`src/rtl/life_frame_scanner.sv`:
```
// Snapshots the cell array's state vector on start and streams it
// out one cell per valid/ready handshake, row-major, with markers.
//
// Ports:
//   clock, reset      : system clock, synchronous active-high reset
//   states            : live/dead vector, bit row*WIDTH+col
//   start             : snapshot and scan one frame (taken in IDLE only)
//   busy              : frame scan in progress
//   out_valid/ready   : cell stream handshake
//   out_cell          : current cell, 1 = live
//   out_sof/eol/eof   : first cell / last col of row / last cell
//   population        : live count of the last completed frame
//   pop_valid         : one-cycle pulse when population updates
module life_frame_scanner #(
    parameter int WIDTH  = 20,
    parameter int HEIGHT = 20,
    localparam int N     = WIDTH * HEIGHT,
    localparam int PW    = $clog2(N + 1),
    localparam int CW    = $clog2(WIDTH),
    localparam int RW    = $clog2(HEIGHT)
) (
    input  logic          clock,
    input  logic          reset,
    input  logic [N-1:0]  states,
    input  logic          start,
    output logic          busy,
    output logic          out_valid,
    input  logic          out_ready,
    output logic          out_cell,
    output logic          out_sof,
    output logic          out_eol,
    output logic          out_eof,
    output logic [PW-1:0] population,
    output logic          pop_valid
);

    localparam logic [0:0] IDLE = 1'b0;
    localparam logic [0:0] SCAN = 1'b1;

    logic [0:0]    state_q, state_d;
    logic [N-1:0]  shadow_q, shadow_d;
    logic [RW-1:0] row_q, row_d;
    logic [CW-1:0] col_q, col_d;
    logic [PW-1:0] acc_q, acc_d;
    logic [PW-1:0] pop_q, pop_d;
    logic          pop_valid_q, pop_valid_d;

    logic scan;
    logic xfer;
    logic eol;
    logic eof;

    assign scan = (state_q == SCAN);
    assign xfer = scan && out_ready;
    assign eol  = (col_q == CW'(WIDTH - 1));
    assign eof  = eol && (row_q == RW'(HEIGHT - 1));

    assign busy       = scan;
    assign out_valid  = scan;
    // The shadow shifts right on every transfer, so the current
    // cell is always bit 0 and no row*WIDTH+col index is needed.
    assign out_cell   = scan && shadow_q[0];
    assign out_sof    = scan && (row_q == '0) && (col_q == '0);
    assign out_eol    = scan && eol;
    assign out_eof    = scan && eof;
    assign population = pop_q;
    assign pop_valid  = pop_valid_q;

    always_comb begin
        state_d     = state_q;
        shadow_d    = shadow_q;
        row_d       = row_q;
        col_d       = col_q;
        acc_d       = acc_q;
        pop_d       = pop_q;
        pop_valid_d = 1'b0;
        unique case (state_q)
            IDLE: begin
                if (start) begin
                    shadow_d = states;
                    row_d    = '0;
                    col_d    = '0;
                    acc_d    = '0;
                    state_d  = SCAN;
                end
            end
            SCAN: begin
                if (xfer) begin
                    shadow_d = shadow_q >> 1;
                    acc_d    = acc_q + PW'(shadow_q[0]);
                    if (eof) begin
                        pop_d       = acc_q + PW'(shadow_q[0]);
                        pop_valid_d = 1'b1;
                        row_d       = '0;
                        col_d       = '0;
                        state_d     = IDLE;
                    end else if (eol) begin
                        col_d = '0;
                        row_d = row_q + RW'(1);
                    end else begin
                        col_d = col_q + CW'(1);
                    end
                end
            end
            default: begin
                state_d = IDLE;
            end
        endcase
    end

    always_ff @(posedge clock) begin
        if (reset) begin
            state_q     <= IDLE;
            shadow_q    <= '0;
            row_q       <= '0;
            col_q       <= '0;
            acc_q       <= '0;
            pop_q       <= '0;
            pop_valid_q <= 1'b0;
        end else begin
            state_q     <= state_d;
            shadow_q    <= shadow_d;
            row_q       <= row_d;
            col_q       <= col_d;
            acc_q       <= acc_d;
            pop_q       <= pop_d;
            pop_valid_q <= pop_valid_d;
        end
    end

endmodule
```
`config.mk`:
```
export PLATFORM = sky130hd
export DESIGN_NAME = life_frame_scanner
export DESIGN_NICKNAME = d
export VERILOG_FILES = /design/src/rtl/life_frame_scanner.sv
export SDC_FILE = /design/constraint.sdc
export NUM_CORES = 1
export LEC_CHECK = 0
export ABC_AREA = 0
export ABC_CLOCK_PERIOD_IN_PS = 3200
export CORE_MARGIN = 2
export CORE_UTILIZATION = 55
export CTS_BUF_LIST = sky130_fd_sc_hd__clkbuf_2
export DETAILED_ROUTE_END_ITERATION = 8
export MAX_ROUTING_LAYER = met4
export PLACE_DENSITY_LB_ADDON = 0.25
export SYNTH_ARGS = -nofsm -noshare
export SYNTH_HDL_FRONTEND = slang
export SYNTH_SLANG_ARGS = --single-unit
```
`constraint.sdc`:
```
create_clock -name clock -period 3.2 [get_ports clock]
set_input_delay 0.48 -clock clock [delete_from_list [all_inputs] [get_ports clock]]
set_output_delay 0.48 -clock clock [all_outputs]
set_load 0.05 [all_outputs]
```
# After elaboration in Yosys (flattened, before gate mapping)
# Cells that the tools add are included.
[word_totals]
ff_bits = 430
latchBits = 0
ramBits = 0
rom_bits = 0
inputBits = 404
out_inout_bits = 16
wordCells = 50
n_memories = 0
[classes]
add_sub_neg = 3
mul = 0
n_div = 0
order_cmp = 0
n_eq_ne = 5
shift = 0
n_mux = 20
bitwise = 2
n_reduce_logical = 13
[ops]
columns = ["operator", "count"]
rows = [
  ["400-bit two-way mux", 2],
  ["400-bit case mux with 2 select lines", 1],
  ["5-bit two-way mux", 7],
  ["5-bit case mux with 2 select lines", 2],
  ["9-bit two-way mux", 2],
  ["9-bit case mux with 2 select lines", 1],
  ["5-bit by 1-bit adder with 5-bit output, second input constant", 2],
  ["5-bit == test, second input constant", 2],
  ["5-bit zero test", 2],
  ["9-bit by 1-bit adder with 9-bit output", 1],
  ["1-bit logical AND", 7],
  ["3-bit AND reduction", 2],
  ["1-bit two-way mux", 4],
  ["3-bit by 1-bit inequality test with 1-bit output, second input constant", 1],
  ["3-bit OR reduction", 1],
  ["2-bit by 1-bit inequality test with 1-bit output, second input constant", 1],
  ["2-bit inequality test, second input constant", 1],
  ["1-bit inverter", 2],
  ["1-bit case mux with 2 select lines", 1],
  ["2-bit AND reduction", 1],
]

# Longest topological paths before layout
[logic_depth]
word_depth = 5
ltp_mapped = 7
ltp_nobuf = 6

# Worst setup path before layout
# OpenSTA, ideal clock, no wires.
[synth_timing]
kind = "flip-flop to output port"
start = "register state_q, in the netlist busy"
end = "output port out_sof"
arrival_ns = 2.864
t_required_ns = 2.720
slack_ns = -0.144
stages_incl_launch_ff = 6
path_buffers = 3
cell_sequence = "dfxtp_1 buf_4 buf_2 buf_2 nand3_1 nor4_1"
[synth_between]
elab_chain_cells = 2
[synth_lines]
columns = ["item", "line", "text"]
rows = [
  ["start: declaration", "40", "logic [0:0] state_q, state_d;"],
  ["start signal: assignment", "121", "state_q <= state_d;"],
  ["1-bit logical AND (2 in a row)", "63", "assign out_sof = scan && (row_q == '0) && (col_q == '0);"],
  ["end: declaration", "30", "output logic out_sof,"],
]
# No other way between the ends.

# Worst setup path after layout
[layout_timing]
start = "register col_q[2]"
end = "output port out_sof"
[layout_between]
elab_chain_cells = 2
[layout_lines]
columns = ["item", "line", "text"]
rows = [
  ["start: declaration", "43", "logic [CW-1:0] col_q, col_d;"],
  ["start signal: assignment", "124", "col_q <= col_d;"],
  ["5-bit zero test", "63", ""],
  ["1-bit logical AND", "63", ""],
]
# No other way between the ends.

==> results.yml <==
sta:
  max_freq_mhz: 336
  fin_hold_ws_ns: 0.148
  worst-slew-pin-transition_ns: 1.09
  period_minus_slack_ns: 2.97
  finClkSkew_ns: 0.0744
  finalSetupTns_ns: 0
  rsz0062_at_grt: "no"
  setup-violations-final: 0
  slew_viol_final: 0
  hold_viol: 0
  timing.final.ws_setup_ns: 0.227
  relSlewSlack_pct: 27.0
  fin_crit_sh_pct: 92.9
power:
  power_density_nw_per_um2: 475
  cellLeakagePower_uw: 0.00991
  sw_frac_of_total_pct: 29.7
  pwr-share-clk_pct: 29.9
  switching_power_uw: 3660
  internal_power_uw: 8650
  combPwrFrac_pct: 20.6
  peakVddDrop_v: 0.000352
  seqPwrFrac_pct: 49.5
yosys:
  syn_area_um2: 20400
  ys_ff_latch: 430
  synth-async-reset-ratio_pct: 0
  yosysTopAreaCell: "dfxtp_1"
  syn_nets: 2352
  netlist_top_cells_area: "dfxtp_1 42%, mux2i_1 20%, a211oi_2 20%"
  ys_warn_count: 0
  synth_flop_cell: "dfxtp_1"
  ys_seq_area_share_pct: 42.2
  yosys.area.top_type_share_pct: 42.2
  synth_edf_count: 0
  syn_inst: 1942
  ys_types: 40
  syn-mean-instance-area_um2: 10.5
critical_path:
  crit_family: "simple AND/OR/NAND/NOR gates"
  path_class: "reg2out"
  cp.required_ns: 2.72
  crit_chain: "or4_1 > nor4_2 > clkbuf_4"
  path_max_fanout: 7
  worst-path-stages: 3
  crit_slowest_cell: "or4_1"
  worst_setup_path_start_kind: "register"
  r2r_slack_ns: 1.08
  crit_buf_inv: 1
  r2r-start: "busy$_SDFF_PP0_"
  critPathCaptureType: "primary output"
  worstPathArrival_ns: 2.49
  max_stage_delay_ns: 0.55
  r2r_end: "shadow_q[250]$_SDFFE_PP0P_"
  r2r_cells: 3
placed_design:
  place_ws_ns: 0.696
  dp.cells: 2677
  gp_congestion: 0.830
  port_buffers: 419
  hpwlAfterDp_um: 33500
layout:
  fin_cells: 2895
  mostFrequentLayoutCells: "429 x dfxtp_1, 425 x nor2_1, 414 x clkdlybuf4s50_1"
  layout_commonest_cell: "dfxtp_1"
  n_fill_cell: 2775
  nets: 2741
  drive_gt1_share_pct: 22.8
  syn_to_final_growth_pct: 26.8
drt:
  drt-pass1-iter-count: 5
  avgRoutedWirePerCell_um: 16.9
  viasPerCell: 5.49
  vias: 15900
  drtIter0Drc: 876
  final_antenna_net_count: 0
  drc: 0
  routed_wirelength_um: 48900
grt:
  grt_max_degree: 150
  grt_pass1_vias: 15700
  groute.usage.overall_pct: 25.2
  antenna_found_initial: 18
  grt_pass1_wl_um: 77100
  overflow: 0
floorplan:
  dieArea_um2: 38700
  std_cell_rows: 70
  die_w_um: 197
  die_h_um: 197
  core_area_um2: 36600
  start_util_pct: 55.8
  io_pins: 420
hold_path:
  whs_path_depth: 3
  holdPathEnd: "shadow_q[90]$_SDFFE_PP0P_"
  min-delay-start: "states[90]"
  hold_path.class: "in2reg"
clock_network:
  numCtsBuffers: 112
  tritoncts: "done"
  clk_latency_ns: 0.99
  cts_buffer_depth: 3
  clockRootBuffer: "clkbuf_2"
  clock-sinks: 430
  path_clk_slew_ns: 0.10
  cts.htree.levels: 3
flow_run:
  maxCapViolCount: 0
status:
  status: "finished, final reports clean"
==> layer usage <==
| metal | vias to the layer above | track usage [%] | share of wire, % |
|---|---|---|---|
| met4 | 0 | 12.2 | 3.5 |
| met5 | - | - | 0 |
| met3 | 94 | 5.94 | 6.0 |
| met2 | 428 | 40.1 | 48 |
| li1 | 7927 | - | - |
| met1 | 7438 | 30.3 | 43 |
==> registers in the layout, indices dropped and copies added, names as in the netlist <==
register and count:
acc_q 9, busy 1, col_q 5, pop_valid 1
population 9, row_q 5, shadow_q 400
==> power by group through the flow <==
stage / sequential (uW) / clock (uW) / combinational [uW]
2_1_floorplan: 6140 / 0 / 1770
3_3_place_gp: 6190 / 0 / 2460
3_5_place_dp: 6220 / 0 / 2540
4_1_cts: 6090 / 3830 / 2560
5_1_grt: 6150 / 4090 / 2760
6_report: 6090 / 3680 / 2540
==> what timing repair did <==
item,4_1_cts,5_1_grt
hold buffers,7,0
setup buffers,1,0
gates resized for setup,12,6
setup endpoints to repair,6,4
hold endpoints to repair,59,0
==> stage by stage <==
stage	instance area [um2]	total power (uW)	utilization [%]
after floorplan	20400	7900	-
final	25900	12300	70.7
after global routing	25900	13000	70.7
after detailed placement	24800	8760	67.7
after global placement	24800	8660	67.7
after CTS	25900	12500	70.6
==> synthesized netlist by cell type (3+ instances only) <==
master and n:
a211oi_1 86, a211oi_2 320, a21oi_1 9, a22oi_1 6, and2_1 4, buf_1 5
buf_2 70, buf_4 15, buf_6 8, clkbuf_1 89, dfxtp_1 430, ha_1 6
inv_1 6, mux2i_1 401, nand2_1 7, nand3_1 6, nand3b_1 4, nor2_1 425
nor3_1 5, o21ai_0 7, or3_1 4, xnor2_1 5, xor2_1 3
==> cells by family (layout without fill, tap and decap cells) <==
group / after synthesis / in the layout / share of synthesized area (%)
other: 0 / 18 / 0
DFF: 430 / 430 / 42.2
AOI/OAI and AO/OA: 436 / 436 / 23.7
muxes: 402 / 402 / 19.7
xor gates and xnor gates: 8 / 8 / 0.343
adders and majority gates: 6 / 6 / 0.368
and+or+nand+nor: 467 / 467 / 9.11
buffers and inverters: 193 / 660 / 4.55
==> worst reg2reg max path, stage by stage (launching register included) <==
cell      delay, ns
dfxtp_4        0.55
buf_12         0.75
mux2i_1        0.54
a211oi_2       0.11
==> area by class of cell <==
| cell class | count | area (um2) | area share (%) |
|---|---|---|---|
| Multi-Input combinational cell | 1319 | 10900 | 42.1 |
| Sequential cell | 430 | 8610 | 33.3 |
| Timing Repair Buffer | 462 | 4760 | 18.4 |
| Clock buffer | 179 | 896 | 3.46 |
| Tap cell | 468 | 586 | 2.26 |
| Clock inverter | 13 | 76.3 | 0.295 |
| Antenna cell | 18 | 45.0 | 0.174 |
| Inverter | 6 | 22.5 | 0.0870 |
==> worst max-delay path by stage <==
stage | to | startpoint | slack (ns)
2_1_floorplan | out_sof | busy$_SDFF_PP0_ | 0.43
3_3_place_gp | out_sof | col_q[2]$_SDFFE_PP0P_ | 0.66
3_5_place_dp | out_sof | col_q[2]$_SDFFE_PP0P_ | 0.70
4_1_cts | out_cell | busy$_SDFF_PP0_ | 0.03
5_1_grt | out_sof | col_q[2]$_SDFFE_PP0P_ | 0.01
6_report | out_sof | col_q[2]$_SDFFE_PP0P_ | 0.23
(Power assumes the default switching activity.)
